**src/rtl/spi_pkg.sv**
```systemverilog
// Shared SPI constants: CRC16 taps, idle fill byte, master speed codes.
// Latency: n/a (package). Backpressure: n/a.
// Used by both the controller-side and target-side shifters.
package spi_pkg;

    localparam logic [15:0] CRC16_POLY = 16'h1021;
    localparam logic [7:0]  IDLE_FILL  = 8'hFF;

    typedef enum logic [1:0] {
        DIV34 = 2'd0,
        DIV6  = 2'd1,
        TURBO = 2'd2
    } spi_speed_t;

    // One serial step of CRC16-CCITT (x^16+x^12+x^5+1), MSB-first.
    function automatic logic [15:0] crc16_step(input logic [15:0] crc, input logic bit_in);
        logic fb;
        fb = bit_in ^ crc[15];
        return {crc[14:0], 1'b0} ^ (fb ? CRC16_POLY : 16'h0000);
    endfunction

endpackage

```
**src/rtl/spi_target_shifter_sync_edge.sv**
```systemverilog
// 2-flop synchronizer plus delay flop giving single-cycle rise/fall strobes.
// Latency: pad change to rise/fall strobe is 2 clk (acted on at the 3rd edge).
// Backpressure: none; every input edge produces exactly one strobe.
module sync_edge #(
    parameter logic RST_VAL = 1'b0
) (
    input  logic clk,
    input  logic rst,
    input  logic din,
    output logic dout,
    output logic rise,
    output logic fall
);

    logic s1;
    logic s2;
    logic dly;

    always_ff @(posedge clk) begin
        if (rst) begin
            s1  <= RST_VAL;
            s2  <= RST_VAL;
            dly <= RST_VAL;
        end else begin
            s1  <= din;
            s2  <= s1;
            dly <= s2;
        end
    end

    assign dout = s2;
    assign rise = s2 & ~dly;
    assign fall = ~s2 & dly;

endmodule

```
**src/rtl/spi_target_shifter.sv**
```systemverilog
// SPI mode-0 target byte shifter with single-entry tx holding register and CRC16.
// Latency: pad SCLK edge to shift/rx_valid/MISO change is 3 clk.
// Backpressure: none; an empty holding register at a byte start sends IDLE_FILL and pulses underrun.
module spi_target_shifter
    import spi_pkg::*;
(
    input  logic        clk,
    input  logic        rst,
    input  logic        cs_n,
    input  logic        sclk,
    input  logic        mosi,
    output logic        miso,
    output logic        miso_oe,
    input  logic [7:0]  tx_data,
    input  logic        tx_load,
    output logic        tx_ready,
    output logic [7:0]  rx_data,
    output logic        rx_valid,
    output logic        underrun,
    input  logic        crc_reset,
    input  logic        crc_source,
    output logic [15:0] crc_out,
    output logic        busy
);

    logic       cs_s, cs_rise, cs_fall;
    logic       sclk_s, sclk_rise, sclk_fall;
    logic       mosi_s1, mosi_s;
    logic       sel;
    logic       load_evt;
    logic       shift_evt;
    logic [2:0] bit_cnt;
    logic [7:0] rx_shift;
    logic [7:0] tx_shift;
    logic [7:0] hold;
    logic       crc_bit;

    sync_edge #(.RST_VAL(1'b1)) u_cs_sync (
        .clk  (clk),
        .rst  (rst),
        .din  (cs_n),
        .dout (cs_s),
        .rise (cs_rise),
        .fall (cs_fall)
    );

    sync_edge #(.RST_VAL(1'b0)) u_sclk_sync (
        .clk  (clk),
        .rst  (rst),
        .din  (sclk),
        .dout (sclk_s),
        .rise (sclk_rise),
        .fall (sclk_fall)
    );

    always_ff @(posedge clk) begin
        if (rst) begin
            mosi_s1 <= 1'b0;
            mosi_s  <= 1'b0;
        end else begin
            mosi_s1 <= mosi;
            mosi_s  <= mosi_s1;
        end
    end

    // A deselect arriving with the final SCLK fall sees sel low, so no extra byte load.
    assign sel       = ~cs_s;
    assign shift_evt = sel & sclk_rise;
    assign load_evt  = cs_fall | (sel & sclk_fall & (bit_cnt == 3'd0));
    assign crc_bit   = crc_source ? tx_shift[7] : mosi_s;

    always_ff @(posedge clk) begin
        if (rst) begin
            bit_cnt  <= 3'd0;
            rx_shift <= 8'h00;
            rx_data  <= 8'h00;
            rx_valid <= 1'b0;
        end else begin
            rx_valid <= 1'b0;
            if (cs_rise) begin
                bit_cnt  <= 3'd0;
                rx_shift <= 8'h00;
            end else if (shift_evt) begin
                rx_shift <= {rx_shift[6:0], mosi_s};
                bit_cnt  <= bit_cnt + 3'd1;
                if (bit_cnt == 3'd7) begin
                    rx_data  <= {rx_shift[6:0], mosi_s};
                    rx_valid <= 1'b1;
                end
            end
        end
    end

    // tx_ready doubles as the holding-register empty flag.
    always_ff @(posedge clk) begin
        if (rst) begin
            tx_shift <= 8'h00;
            hold     <= 8'h00;
            tx_ready <= 1'b1;
            underrun <= 1'b0;
        end else begin
            underrun <= 1'b0;
            if (load_evt) begin
                if (!tx_ready) begin
                    tx_shift <= hold;
                    tx_ready <= 1'b1;
                end else begin
                    tx_shift <= IDLE_FILL;
                    underrun <= 1'b1;
                end
            end else if (sel && sclk_fall) begin
                tx_shift <= {tx_shift[6:0], 1'b0};
            end
            if (tx_load && tx_ready) begin
                hold     <= tx_data;
                tx_ready <= 1'b0;
            end
        end
    end

    always_ff @(posedge clk) begin
        if (rst) begin
            crc_out <= 16'h0000;
        end else if (shift_evt) begin
            crc_out <= crc16_step(crc_out, crc_bit);
        end else if (crc_reset) begin
            crc_out <= 16'h0000;
        end
    end

    assign miso    = sel ? tx_shift[7] : 1'b1;
    assign miso_oe = sel;
    assign busy    = (bit_cnt != 3'd0);

endmodule

```
**config.mk**
```make
export PLATFORM = sky130hd
export DESIGN_NAME = spi_target_shifter
export DESIGN_NICKNAME = d
export VERILOG_FILES = /design/src/rtl/spi_pkg.sv /design/src/rtl/spi_target_shifter_sync_edge.sv /design/src/rtl/spi_target_shifter.sv
export SDC_FILE = /design/constraint.sdc
export NUM_CORES = 1
export LEC_CHECK = 0
export CAP_MARGIN = 5
export CORE_MARGIN = 2
export CORE_UTILIZATION = 55
export DETAILED_ROUTE_END_ITERATION = 8
export PLACE_DENSITY = 0.92
export SYNTH_ARGS = -nofsm -noshare
export SYNTH_HDL_FRONTEND = slang
export SYNTH_SLANG_ARGS = --single-unit
```
**constraint.sdc**
```tcl
create_clock -name clk -period 2.6 [get_ports clk]
set_input_delay 0.39 -clock clk [delete_from_list [all_inputs] [get_ports clk]]
set_output_delay 0.39 -clock clk [all_outputs]
set_load 0.005 [all_outputs]
```
# After elaboration in Yosys (flattened, before gate mapping)
# Index checks and enable logic that the tools add are counted.
[totals] reg_bits=61 in_bits=16 wordCells=59
[op_classes] add_sub_neg=1 n_eq_ne=1 muxes=12 bitwise=17 reduce_logical=11
[op_table] op="$mux 16" count=2
[op_table] op="$mux 8" count=3
[op_table] op="$xor 16x13->16" count=1
[op_table] op="$mux 13" count=1
[op_table] op="$and 1x1->1" count=7
[op_table] op="$not 1->1" count=7
[op_table] op="$mux 1" count=6
[op_table] op="$reduce_bool 2->1" count=3
[op_table] op="$reduce_or 2->1" count=2
[op_table] op="$add 3x1->3 const B" count=1
[op_table] op="$eq 3x3->1 const B" count=1
[op_table] op="$logic_not 3->1" count=1
[op_table] op="$reduce_and 3->1" count=1
[op_table] op="$reduce_bool 3->1" count=1
[op_table] op="$reduce_or 3->1" count=1
[op_table] op="$logic_and 1x1->1" count=2
[op_table] op="$or 1x1->1" count=1
[op_table] op="$xor 1x1->1" count=1

# Longest topological paths before layout
[depth] ltp_word=7 depth_mapped=7

# By module
# From an unflattened synthesis, not the netlist that was laid out.
[unflattened] cells_unflattened=276 hier_area_um2=2332.2
[modules_own_cells] module="spi_target_shifter" instances=1 cells_each=260 area_per_inst_um2=2148.3 seq_area_each_um2=1101.1
[modules_own_cells] module="sync_edge (u_cs_sync)" instances=1 cells_each=8 area_per_inst_um2=92.6 seq_area_each_um2=60.1
[modules_own_cells] module="sync_edge (u_sclk_sync)" instances=1 cells_each=8 area_per_inst_um2=91.3 seq_area_each_um2=60.1

# Least setup slack after synthesis
# No wires, ideal clock.
[synth_timing] path_kind="flip-flop to flip-flop" start="register bit_cnt[0]" end="register tx_shift[1]" setup_ps=132 t_arrival_ps=1421 required_time_ps=2468 slack_ps=1046 path_stages_with_launch=8 n_path_buf=1 period_less_slack_ps=1554 cell_sequence="dfxtp_1 inv_1 ha_1 and2b_4 or2_2 clkbuf_1 o211ai_1 a21oi_1"
[synth_between] elab_chain_len=4
[synth_lines] element="from (decl)" line="spi_target_shifter.sv:32" text="logic [2:0] bit_cnt;"
[synth_lines] element="from (signal assigned)" line="spi_target_shifter.sv:85" text="bit_cnt <= bit_cnt + 3'd1;"
[synth_lines] element="$logic_not 3->1 (*)" line="spi_target_shifter.sv:69" text="assign load_evt = cs_fall | (sel & sclk_fall & (bit_cnt == 3'd0));"
[synth_lines] element="$and 1x1->1 (*)" line="spi_target_shifter.sv:69"
[synth_lines] element="$or 1x1->1 (*)" line="spi_target_shifter.sv:69"
[synth_lines] element="$mux 8 / $reduce_bool 2->1 (equally long branches)"
[synth_lines] element="to (signal assigned)" line="spi_target_shifter.sv:105" text="tx_shift <= hold;"
[synth_lines] element="to (signal assigned)" line="spi_target_shifter.sv:112" text="tx_shift <= {tx_shift[6:0], 1'b0};"
[synth_lines] element="to (decl)" line="spi_target_shifter.sv:34" text="logic [7:0] tx_shift;"
# Mark *: on every way between the ends. The rest lies on a longest branch, timed or not.
# A chain may end at the register's enable or synchronous reset.

# Worst setup path in the final report
[layout_timing] start="register bit_cnt[0]" end="output busy"
[layout_between] elab_chain_len=1
[layout_lines] element="$reduce_bool 3->1" line="spi_target_shifter.sv:133" text="assign busy = (bit_cnt != 3'd0);"
[layout_lines] element="to (decl)" line="spi_target_shifter.sv:23" text="output logic busy"
# No other way between the ends.

==> metrics.cfg <==
[global_routing]
use_met2_pct = 36.08
track_usage_pct = 21.82
grt_overflow_total = 0
grt_max_degree = 51
busiest_layer = met2
use_met1_pct = 24.84
use_met3_pct = 7.359
grt_first_pass_wirelength_um = 8349
antenna_found_initial = 0
grt_pass1_vias = 1903

[setup_path]
reg2regPathDepth = 5
crit_buf_inv = 3
path_max_fanout = 9
cpPeakStageDelay_ns = 0.50
r2r-end = crc_out[10]$_SDFFE_PP0P_
worst-setup-path-type = flop to output pin
worstSetupEndpointType = output pin
required_ns = 2.21
critPathTopFamily = buffers and inverters
reg2reg_from = u_sclk_sync.dout$_SDFF_PP0_
ff2ff_setup_slack_ns = 0.88
startpoint_type = flop
path_cells = inv_1 -> ha_1 -> and2b_4 -> inv_1 -> clkdlybuf4s50_1
crit_path_top_delay_cell = clkdlybuf4s50_1
crit_arrival_ns = 1.73
path_common_cell = inv_1

[clocking]
numCtsBuffers = 9
cts_max_path_buffers = 2
root_buffer = clkbuf_8
cts_sinks = 61
tritoncts = done
clk_pin_slew_ns = 0.06
post_cts_buffers = 0
clk_latency_ns = 0.33
cts_resized = 0
postCtsHoldBufs = 0
htreeDepth = 3

[hold_path]
hold_end = u_sclk_sync.dout$_SDFF_PP0_
hold_class = flop to flop
worstHoldPathCells = 1
min-delay-start = u_sclk_sync.s1$_SDFF_PP0_

[final_layout]
seq_area_um2 = 1221
nets = 340
antenna-diode-count = 0
final_util_pct = 73.70
area_growth_pct = 25.82
n_fill_cell = 306
multi_input_area_um2 = 1081
layout_commonest_cell = dfxtp_1
drive_gt1_share_pct = 7.077
final_cell_mix = 61 x dfxtp_1, 51 x nand2_1, 48 x a21oi_1

[synth]
syn_area_um2 = 2394
synthCells = 280
avgSynthCellArea_um2 = 8.548
synth_area_leaders = dfxtp_1 51%, a21oi_1 10%, nand2_1 8.0%, nor3b_1 5.3%, nor2_1 4.2%
netlist.top_cell.by_area = dfxtp_1
synth_top_area_share_pct = 51.02
synth.yosys.seq_area_share_pct = 51.02
syn_nets = 299
ys_ff_latch = 61
yosysUniqueCellTypes = 30
ys_warn_count = 0

[detailed_routing]
routedWlPerCell_um = 13.34
first_iter_violations = 103
drtAntennaViolNets = 0
via_per_inst = 5.387
dr.pass1.iters = 4
finalWirelength_um = 5001
vias = 2020
drc_errors = 0

[die]
die_area_um2 = 4896
fp.coreArea_um2 = 4086
die_h_um = 69.97
num_rows = 23
io_pins = 46
fp.dieW_um = 69.97
start_util_pct = 58.57

[placement]
numPortBuffers = 45
hpwl_um = 3209
gp_congestion = 0.7680

[sta]
fmax_ghz = 0.4714
period_share_pct = 81.60
rsz0062_at_grt = false
fin_tns_setup_ns = 0
tightest_slew_ns = 0.8390
post-route-min-period_ns = 2.122
maxSlewViolCount = 0
clock-skew-final_ns = 0.002574
setup_viol = 0
final-hold-violation-count = 0
timing.slew.headroom_pct = 43.95

[power_and_ir_drop]
irDropWorstVdd_v = 0.0005754
power.density_nw_per_um2 = 589.8
leakagePower_nw = 1.094

[status]
outcome = finished, final reports clean

[run]
max_cap_viol_count = 0

[metrics by stage]
| step | setup WS (ns) | instances | power [W] | instance area [um2] | hold slack, ns |
|---|---|---|---|---|---|
| global route | 0.3927 | 375 | 0.001845 | 3012 | 0.4611 |
| global placement | 0.7402 | 360 | 0.001098 | 2853 | 0.3919 |
| CTS | 0.4585 | 375 | 0.001787 | 3012 | 0.4427 |
| floorplan | 1.046 | 280 | 0.001057 | 2394 | 0.3895 |
| finish | 0.4785 | 375 | 0.001776 | 3012 | 0.4416 |
| detailed placement | 0.7200 | 360 | 0.001102 | 2853 | 0.4003 |
[cells in the mapped netlist]
cell type / n
nor4bb_1: 1
xnor2_1: 2
dfxtp_1: 61
and2b_4: 1
o21ai_0: 8
a2bb2oi_1: 1
and2_1: 1
nand3b_1: 1
o21a_1: 1
a21oi_1: 48
o211ai_1: 7
inv_1: 4
buf_2: 7
o21bai_1: 1
xnor3_1: 2
buf_1: 1
or2_2: 5
ha_1: 3
mux2i_1: 1
nor3b_4: 1
a21o_1: 1
o21ai_1: 1
nand2b_1: 1
nor2b_4: 1
nor2b_1: 6
nand3_1: 8
clkbuf_1: 10
nand2_1: 51
nor2_1: 27
nor3b_1: 17
[routing by layer]
layer  vias to the layer above  part of all wire [%]
met5                         -                     0
met4                         0                   1.9
met3                         9                   5.2
met2                        64                    50
met1                       925                    43
li1                       1022                     -
[cell type report]
type                            instances  share of cell area, %
Inverter                                4                 0.4985
Tap cell                               50                  2.077
Timing Repair Buffer                   48                  15.70
Sequential cell                        61                  40.55
Clock buffer                           13                  4.944
Multi-Input combinational cell        197                  35.90
Clock inverter                          2                 0.3324
[sequential cells by signal (all words and copies together) (netlist names)]
name              count
u_cs_sync.s1          1
tx_ready              1
tx_shift              8
u_cs_sync.dout        1
u_sclk_sync.s1        1
rx_shift              7
hold                  8
mosi_s1               1
u_cs_sync.dly         1
u_sclk_sync.dly       1
rx_data               8
crc_out              16
rx_valid              1
mosi_s                1
underrun              1
bit_cnt               3
u_sclk_sync.dout      1
[how the worst max path moves through the flow]
stage,endpoint,from,cells past startpoint,slack (ns)
2_1_floorplan,tx_shift[1]$_SDFFE_PP0P_,bit_cnt[0]$_SDFFE_PP0N_,7,1.05
3_3_place_gp,crc_out[12]$_SDFFE_PP0P_,crc_source,5,0.74
3_5_place_dp,crc_out[5]$_SDFFE_PP0P_,crc_source,5,0.72
4_1_cts,busy,bit_cnt[0]$_SDFFE_PP0N_,5,0.46
5_1_grt,busy,bit_cnt[0]$_SDFFE_PP0N_,5,0.39
6_report,busy,bit_cnt[0]$_SDFFE_PP0N_,5,0.48
[where the power goes]
part | internal [W] | switching [W]
Clock | 0.000364 | 0.000328
Sequential | 0.000956 | 0.0000131
Combinational | 0.0000539 | 0.0000615
Total | 0.00137 | 0.000402
[cells by family after synthesis]
| family | synth area share [%] |
|---|---|
| flip-flops | 51.02 |
| XOR/XNOR | 2.614 |
| AO/OA/AOI/OAI | 15.42 |
| multiplexers | 0.4182 |
| AND/OR/NAND/NOR | 25.14 |
| adder cells (fa/ha/maj) | 1.568 |
| buffers and inverters | 3.816 |
No activity file was read; power rests on OpenSTA's default activity.
